--- src/rtl/rr_mux4_arbiter_pkg.sv ---
// Shared types and helpers for the four-requester round-robin arbiter.
package rr_mux4_arbiter_pkg;

    localparam int NREQ             = 4;
    localparam int DEFAULT_WIDTH    = 32;
    localparam int DEFAULT_MAX_LOCK = 8;
    localparam int DEFAULT_CNT_W    = 3;

    typedef enum logic {
        IDLE  = 1'b0,
        GRANT = 1'b1
    } arb_state_t;

    // Result of one round-robin scan: whether anyone won, and who.
    typedef struct packed {
        logic       found;
        logic [1:0] idx;
    } arb_pick_t;

    // Scan requesters starting at ptr and wrapping; the first active one wins.
    function automatic arb_pick_t arb_pick(input logic [NREQ-1:0] req,
                                           input logic [1:0]      ptr);
        arb_pick_t  res;
        logic [1:0] cand;
        res = '0;
        for (int i = 0; i < NREQ; i++) begin
            cand = ptr + 2'(i);
            if (!res.found && req[cand]) begin
                res.found = 1'b1;
                res.idx   = cand;
            end
        end
        return res;
    endfunction

    // Expand a requester index into its one-hot mask.
    function automatic logic [NREQ-1:0] to_onehot(input logic [1:0] sel);
        return 4'(1) << sel;
    endfunction

endpackage

--- src/rtl/rr_mux4_arbiter_mux.sv ---
// Plain 4:1 datapath multiplexer; the arbiter drives its select.
module Mux_4to1 #(
    parameter int WIDTH = 32
) (
    input  logic [WIDTH-1:0] d0,
    input  logic [WIDTH-1:0] d1,
    input  logic [WIDTH-1:0] d2,
    input  logic [WIDTH-1:0] d3,
    input  logic [1:0]       sel,
    output logic [WIDTH-1:0] y
);

    // Route the selected word straight through, no storage.
    always_comb begin
        y = d0;
        case (sel)
            2'd0:    y = d0;
            2'd1:    y = d1;
            2'd2:    y = d2;
            2'd3:    y = d3;
            default: y = d0;
        endcase
    end

endmodule

--- src/rtl/rr_mux4_arbiter.sv ---
// Round-robin arbiter sharing one valid/ready output channel among four
// requesters, with lockable bursts that are force-released after MAX_LOCK beats.
module rr_mux4_arbiter
    import rr_mux4_arbiter_pkg::*;
#(
    parameter int WIDTH    = DEFAULT_WIDTH,
    parameter int MAX_LOCK = DEFAULT_MAX_LOCK,
    parameter int CNT_W    = DEFAULT_CNT_W
) (
    input  logic             clk,
    input  logic             rst,
    input  logic [3:0]       req,
    input  logic [3:0]       lock,
    input  logic [WIDTH-1:0] d0,
    input  logic [WIDTH-1:0] d1,
    input  logic [WIDTH-1:0] d2,
    input  logic [WIDTH-1:0] d3,
    input  logic             out_ready,
    output logic             out_valid,
    output logic [WIDTH-1:0] out_data,
    output logic [1:0]       select,
    output logic [3:0]       grant,
    output logic [3:0]       ack,
    output logic             busy
);

    // Last beat index a locked requester may reach before it must let go.
    localparam logic [CNT_W-1:0] LOCK_LAST = CNT_W'(MAX_LOCK - 1);

    arb_state_t       state_q, state_d;
    logic [1:0]       select_q, select_d;
    logic [1:0]       ptr_q, ptr_d;
    logic [CNT_W-1:0] beat_q, beat_d;
    arb_pick_t        pick;
    logic             hs;

    assign out_valid = (state_q == GRANT);
    assign busy      = (state_q == GRANT);
    assign select    = select_q;
    assign hs        = out_valid & out_ready;
    assign grant     = out_valid ? to_onehot(select_q) : 4'b0000;
    assign ack       = hs ? to_onehot(select_q) : 4'b0000;

    Mux_4to1 #(
        .WIDTH(WIDTH)
    ) u_mux (
        .d0  (d0),
        .d1  (d1),
        .d2  (d2),
        .d3  (d3),
        .sel (select_q),
        .y   (out_data)
    );

    // Next-state logic: grant from idle, extend locked bursts, or rotate on handshake.
    always_comb begin
        state_d  = state_q;
        select_d = select_q;
        ptr_d    = ptr_q;
        beat_d   = beat_q;
        pick     = '0;
        case (state_q)
            IDLE: begin
                pick = arb_pick(req, ptr_q);
                if (pick.found) begin
                    select_d = pick.idx;
                    beat_d   = '0;
                    state_d  = GRANT;
                end
            end
            GRANT: begin
                if (hs) begin
                    if (lock[select_q] && (beat_q < LOCK_LAST)) begin
                        beat_d = beat_q + 1'b1;
                    end else begin
                        ptr_d = select_q + 2'd1;
                        pick  = arb_pick(req, ptr_d);
                        if (pick.found) begin
                            select_d = pick.idx;
                            beat_d   = '0;
                        end else begin
                            state_d = IDLE;
                        end
                    end
                end
            end
            default: state_d = IDLE;
        endcase
    end

    // State register; reset wins over every other input.
    always_ff @(posedge clk) begin
        if (rst) begin
            state_q  <= IDLE;
            select_q <= '0;
            ptr_q    <= '0;
            beat_q   <= '0;
        end else begin
            state_q  <= state_d;
            select_q <= select_d;
            ptr_q    <= ptr_d;
            beat_q   <= beat_d;
        end
    end

endmodule

--- config.mk ---
export PLATFORM = sky130hd
export DESIGN_NAME = rr_mux4_arbiter
export DESIGN_NICKNAME = d
export VERILOG_FILES = /design/src/rtl/rr_mux4_arbiter_pkg.sv /design/src/rtl/rr_mux4_arbiter_mux.sv /design/src/rtl/rr_mux4_arbiter.sv
export SDC_FILE = /design/constraint.sdc
export NUM_CORES = 1
export LEC_CHECK = 0
export CAP_MARGIN = 40
export CORE_MARGIN = 4
export CORE_UTILIZATION = 30
export DETAILED_ROUTE_END_ITERATION = 8
export GPL_ROUTABILITY_DRIVEN = 0
export GPL_TIMING_DRIVEN = 0
export MAX_ROUTING_LAYER = met4
export PLACE_DENSITY = 0.91
export SYNTH_ARGS = -nofsm -noshare
export SYNTH_HDL_FRONTEND = slang
export SYNTH_SLANG_ARGS = --single-unit
--- constraint.sdc ---
create_clock -name clk -period 4.3 [get_ports clk]
set_input_delay 0.43 -clock clk [delete_from_list [all_inputs] [get_ports clk]]
set_output_delay 0.43 -clock clk [all_outputs]
set_load 0.005 [all_outputs]
* Word-level counts from Yosys, hierarchy flattened
Index checks and enable logic that the tools add are counted.
Word-level totals: word-level logic and storage cells 111, memory bits (read-only) 0, memory bits (writable) 0, output and inout port bits 44, input port bits 139, bits in latches 0, bits in registers 8, memories 0
Operators by class: equal/unequal tests 8, add/sub/neg operators 8, divide/modulo/power cells 0, reductions and logical operators 17, muxes and demuxes 60, multiply operators 0, shift operators 1, order comparisons 10, bitwise operators 3
Operators with widths (count):
- $pmux W32 S4 | 1
- $mux W3 | 28
- $lt A2 B3 Y1 const B | 9
- $bmux W1 S2 | 9
- $mux W1 | 13
- $add A2 B2 Y2 const B | 4
- $mux W2 | 4
- $mux W4 | 2
- $logic_and A1 B1 Y1 | 7
- $add A2 B1 Y2 const B | 3
- $logic_not A1 Y1 | 6
- $pmux W3 S2 | 1
- $reduce_and A3 Y1 | 2
- $eq A2 B2 Y1 const B | 2
- $ne A2 B1 Y1 const B | 2
- $ne A2 B2 Y1 const B | 2
- $pmux W2 S2 | 1
- $reduce_and A4 Y1 | 1
- $shl A1 B2 Y4 const A | 1
- $add A3 B1 Y3 const B | 1
- $lt A3 B3 Y1 const B | 1
- $ne A3 B1 Y1 const B | 1
- $eq A2 B1 Y1 const B | 1
- $logic_not A2 Y1 | 1
- other kinds (3) | 4

* Longest topological paths before layout
depth in word-level cells 29, mapped depth 9, depth with buffers taken out 7

* By module
A second synthesis with hierarchy kept.
Unflattened totals: cells, all modules 134, area, all modules 1547.7 µm²
By module, submodules not included:
- Mux_4to1 | instances 1, area an instance 814.5 µm², cells an instance 39, seq. area each 0.0 µm²
- rr_mux4_arbiter | instances 1, area an instance 733.2 µm², cells an instance 95, seq. area each 160.2 µm²

* Least setup slack after synthesis
No wires, ideal clock.
path kind reg-to-reg, start point reg select_q[0], in the netlist select[0], end point reg select_q[0], in the netlist select[0], required time 4.212 ns, library setup time 0.088 ns, clock period less this slack 2.199 ns, data arrival time 2.111 ns, path buffers 2, stages on the path, launching flop included 10, slack 2.101 ns, cells stage by stage dfxtp_1 buf_6 inv_1 ha_1 clkbuf_1 nor4bb_1 a41o_1 o41ai_2 a21oi_2 a311oi_2
Between the ends: word-level cells in the longest chain between the ends 29, elaborated cells between the ends (all ways) 44, those cells by class 4 x add/sub; 2 x eq/ne; 30 x mux; 8 x reduce/logical
Ends and longest elaborated chain:
- from (decl) | line rr_mux4_arbiter.sv:31 | logic [1:0] select_q, select_d;
- from (signal assigned) | line rr_mux4_arbiter.sv:100 | select_q <= select_d;
- $add A2 B1 Y2 | line rr_mux4_arbiter.sv:76 | ptr_d = select_q + 2'd1;
- $bmux W1 S2 | line rr_mux4_arbiter_pkg.sv:28 | if (!res.found && req[cand]) begin
- $mux W1 (not written as such) | line rr_mux4_arbiter_pkg.sv:28
- $mux W3 | line rr_mux4_arbiter_pkg.sv:28
- $mux W3 | line rr_mux4_arbiter.sv:73 | if (lock[select_q] && (beat_q < LOCK_LAST)) begin
- $mux W3 | line rr_mux4_arbiter.sv:72 | if (hs) begin
- $mux W3 | line rr_mux4_arbiter.sv:62 | case (state_q)
- $logic_not A1 Y1 | line rr_mux4_arbiter_pkg.sv:28
- [... 13 more ...]
- $mux W3 | line rr_mux4_arbiter_pkg.sv:28
- $mux W3 | line rr_mux4_arbiter.sv:73
- $mux W3 | line rr_mux4_arbiter.sv:72
- $mux W3 | line rr_mux4_arbiter.sv:62
- $mux W2 | line rr_mux4_arbiter.sv:78 | if (pick.found) begin
- $mux W2 | line rr_mux4_arbiter.sv:73
- $mux W2 | line rr_mux4_arbiter.sv:72
- $pmux W2 S2 | line rr_mux4_arbiter.sv:62
Parallel ways exist; a longest one is shown, timed or not. The select of a mux whose other input is x is not followed. A chain may end at the register's enable or synchronous reset.

* Worst setup path in the final report
start point reg select_q[0], in the netlist select[0], end point out out_data[3]
Between the ends: word-level cells in the longest chain between the ends 2, elaborated cells between the ends (all ways) 5, those cells by class 3 x eq/ne; 1 x mux; 1 x reduce/logical
Ends and longest elaborated chain:
- $eq A2 B2 Y1 (tied with other cells) | line rr_mux4_arbiter_mux.sv:16 | case (sel)
- $pmux W32 S4 * | line rr_mux4_arbiter_mux.sv:16
- to (decl) | line rr_mux4_arbiter.sv:20 | output logic [WIDTH-1:0] out_data,
Every way passes the cells marked *; elsewhere a longest branch is shown, timed or not.

==> key figures <==
Run status
  – Outcome: completed

Worst setup path
  – Worst path slowest cell: clkbuf_1
  – Max incr delay on CP: 0.60 ns
  – Worst EP required: 3.87 ns
  – Worst Setup Path Type: reg2out
  – CP most frequent cell: clkbuf_1
  – Worst R2R End: select[0]
  – Crit path max fanout: 10
  – Crit path DAT: 2.87 ns
  – Crit. Startpoint: select[0]
  – Critical-path cell list: buf_6 -> inv_1 -> ha_1 -> clkbuf_1 -> clkbuf_1 -> mux2i_1 -> clkdlybuf4s50_1
  – CP delay by family, top: buffers and inverters
  – CP Launch Type: flip-flop
  – Endpoint class of the critical path: output pin
  – R2R Setup Slk: 1.85 ns
  – Worst Reg2Reg Path Length in Cells: 9
  – Worst Path Buf+Inv: 5
  – Reg-to-reg startpoint: select[0]

Place
  – Port buffer count: 180
  – Post-DP HPWL: 7380 um
  – Inst Count DP: 456

Timing
  – Final setup vio count: 0
  – Relative slew slack: 0.496
  – RSZ-0062 raised after global routing: no
  – Final period util: 0.767
  – Clk_skew: 0.00342 ns
  – Min cycle time layout: 3.30 ns
  – Setup_tns: 0 ns
  – Final Hold Vio Count: 0
  – Slew @ Worst Pin: 0.756 ns
  – Slew Viols, Final: 0
  – Max frequency: 303 MHz

Clock network
  – Cts repair resizes: 0
  – CTS clock-pin slew for the worst setup and hold paths: 0.04 ns
  – TritonCTS buffer count: 3
  – Htree depth: 1
  – CTS tree: built
  – Clk buf depth: 2
  – Root buf cell: clkbuf_8
  – Post-CTS Hold Buffers: 0
  – Postcts setup bufs: 0
  – Worst-skew pair later-pin latency: 0.23 ns
  – Clock sinks: 8

Power and ir drop
  – Max VDD drop: 0.167 mV
  – Lkg Pwr: 1.52 nW
  – PwrDens: 224 mW/mm^2

Logic synthesis
  – Synth Area per Inst: 7.84 um^2
  – Cells after Synth: 206
  – Post-synthesis sequential area ratio: 0.0991
  – YS warnings: 0
  – Synth cell types: 43
  – Mapped Nets: 351
  – Mapped cell area: 0.00162 mm^2
  – Yosys reg bits: 8

Cells and area
  – Antenna diodes: 0
  – Area occupied by multi-input gates: 0.00121 mm^2
  – Area grow syn2layout: 120%
  – Share of cells above drive strength 1: 0.0386
  – FILL cells: 432
  – Final net count: 536
  – Reg area: 160 um^2
  – Non-filler instance count after layout: 459

Floorplanning
  – Die height: 81.4 um
  – FP Rows: 26
  – Horiz. Die Dim: 81.4 um
  – Top Ports: 183
  – Die area: 0.00662 mm^2
  – Core Region: 0.00517 mm^2
  – Initial Util: 0.312

Hold path
  – Hold Startpoint: beat_q[0]
  – Worst Hold Depth: 2
  – Worst hold path class: reg2reg
  – Hold Path Sink: beat_q[0]

Global routing
  – Vias in the first global route: 2393
  – Initial antenna violation count: 0
  – First-pass GRT wire length: 12200 um
  – Tot GR Track Use: 0.248
  – GRT overflow: 0
  – Pin count of the biggest net entering global routing: 11

Detailed routing
  – WL/cell: 19.6 um
  – DRC violations left: 0
  – Final WL: 8990 um
  – ANT nets after route: 0
  – 1st-iter DRT viols: 193
  – DRT Pass-1 Iters: 6
  – Routed via count: 2449
  – Vias per Instance: 5.34

Flow run
  – Max cap viols: 0
where the power goes:
| group | internal [mW] | switching [mW] |
|---|---|---|
| clock | 0.0605 | 0.0278 |
| combinational | 0.365 | 0.253 |
| sequential | 0.0807 | 0.00805 |
| total | 0.506 | 0.289 |
routing by layer:
layer,part of all wire,global-route usage
met5,0,-
met3,0.14,0.105
met4,0.035,0.0912
met1,0.34,0.261
met2,0.48,0.412
final cells by class:
class,count,share of cell area
Buffer,24,0.0286
Clock buffer,3,0.0116
Multi-Input combinational cell,137,0.343
Sequential cell,8,0.0452
Timing Repair Buffer,180,0.508
Tap cell,70,0.0247
Inverter,37,0.0392
logic make-up after synthesis:
group	after synthesis	synth area share
DFF	8	0.0991
and+or+nand+nor	40	0.151
buffers and inverters	61	0.149
adders and majority gates	6	0.0465
muxes	37	0.237
AOI/OAI and AO/OA	54	0.318
metrics by stage:
step / power, mW / worst slack (ns) / utilization / hold WS, ns / cell area [um^2]
2_1_floorplan: 0.356 / 2.10 / - / 0.462 / 1620
3_3_place_gp: 0.694 / 1.27 / 0.678 / 0.478 / 3500
3_5_place_dp: 0.702 / 1.28 / 0.678 / 0.494 / 3500
4_1_cts: 0.796 / 1.00 / 0.686 / 0.499 / 3550
5_1_grt: 0.847 / 0.854 / 0.686 / 0.551 / 3550
6_report: 0.795 / 1.00 / 0.686 / 0.503 / 3550
cell usage after synthesis:
library cell,number,area share
inv_1,37,0.086
mux2i_1,36,0.22
a222oi_1,32,0.20
clkbuf_1,19,0.044
nand2_1,9,0.021
dfxtp_1,8,0.099
nor2_1,7,0.016
ha_1,6,0.046
a21oi_1,5,0.015
and3_1,5,0.019
and2_1,4,0.015
buf_1,3,0.0070
a311oi_2,2,0.019
nand3_1,2,0.0062
nor4_1,2,0.0077
o21ai_0,2,0.0062
a211oi_1,1,0.0046
a21oi_2,1,0.0054
a221o_1,1,0.0062
a22oi_1,1,0.0046
a41o_1,1,0.0062
a41oi_1,1,0.0054
and3_4,1,0.0070
buf_4,1,0.0046
buf_6,1,0.0070
mux4_2,1,0.014
nand2b_1,1,0.0039
nand3b_1,1,0.0046
nor2_8,1,0.012
nor3_2,1,0.0062
nor3b_1,1,0.0046
nor4bb_1,1,0.0062
o211a_1,1,0.0062
o211ai_1,1,0.0046
o21a_1,1,0.0046
o21ai_4,1,0.010
o311ai_0,1,0.0054
o41ai_1,1,0.0054
o41ai_2,1,0.010
or3_1,1,0.0039
or3b_2,1,0.0054
or4_1,1,0.0046
or4b_1,1,0.0062
worst max-delay path by stage:
| stage | to | depth (start not counted) | slack (ns) |
|---|---|---|---|
| finish | out_data[3] | 7 | 1.00 |
| global route | out_data[3] | 7 | 0.85 |
| CTS | out_data[3] | 7 | 1.00 |
| detailed placement | out_data[3] | 7 | 1.28 |
| global placement | out_data[3] | 7 | 1.27 |
| floorplan | select[0] | 9 | 2.10 |
sequential cells by signal, indices dropped and copies added, names as in the netlist:
register	count
beat_q	3
ptr_q	2
select	2
busy	1
placed cells by master (no fill, tap or decap), drive strengths merged, types with 2 or more instances in the layout:
cell / count
a311oi: 2
ha: 6
a21oi: 6
clkbuf: 22
nor2: 8
mux2i: 36
clkdlybuf4s50: 180
nand3: 2
and3: 6
buf: 5
and2: 4
o21ai: 3
nor4: 2
dfxtp: 8
nand2: 9
a222oi: 32
inv: 37
o41ai: 2
tightest hold or removal path, delay by kind of cell (launching register included):
family,cells,cell delay (ns)
AO/OA/AOI/OAI,1,0.05
flip-flops,1,0.33
AND/OR/NAND/NOR,1,0.07
(Power assumes the default switching activity.)
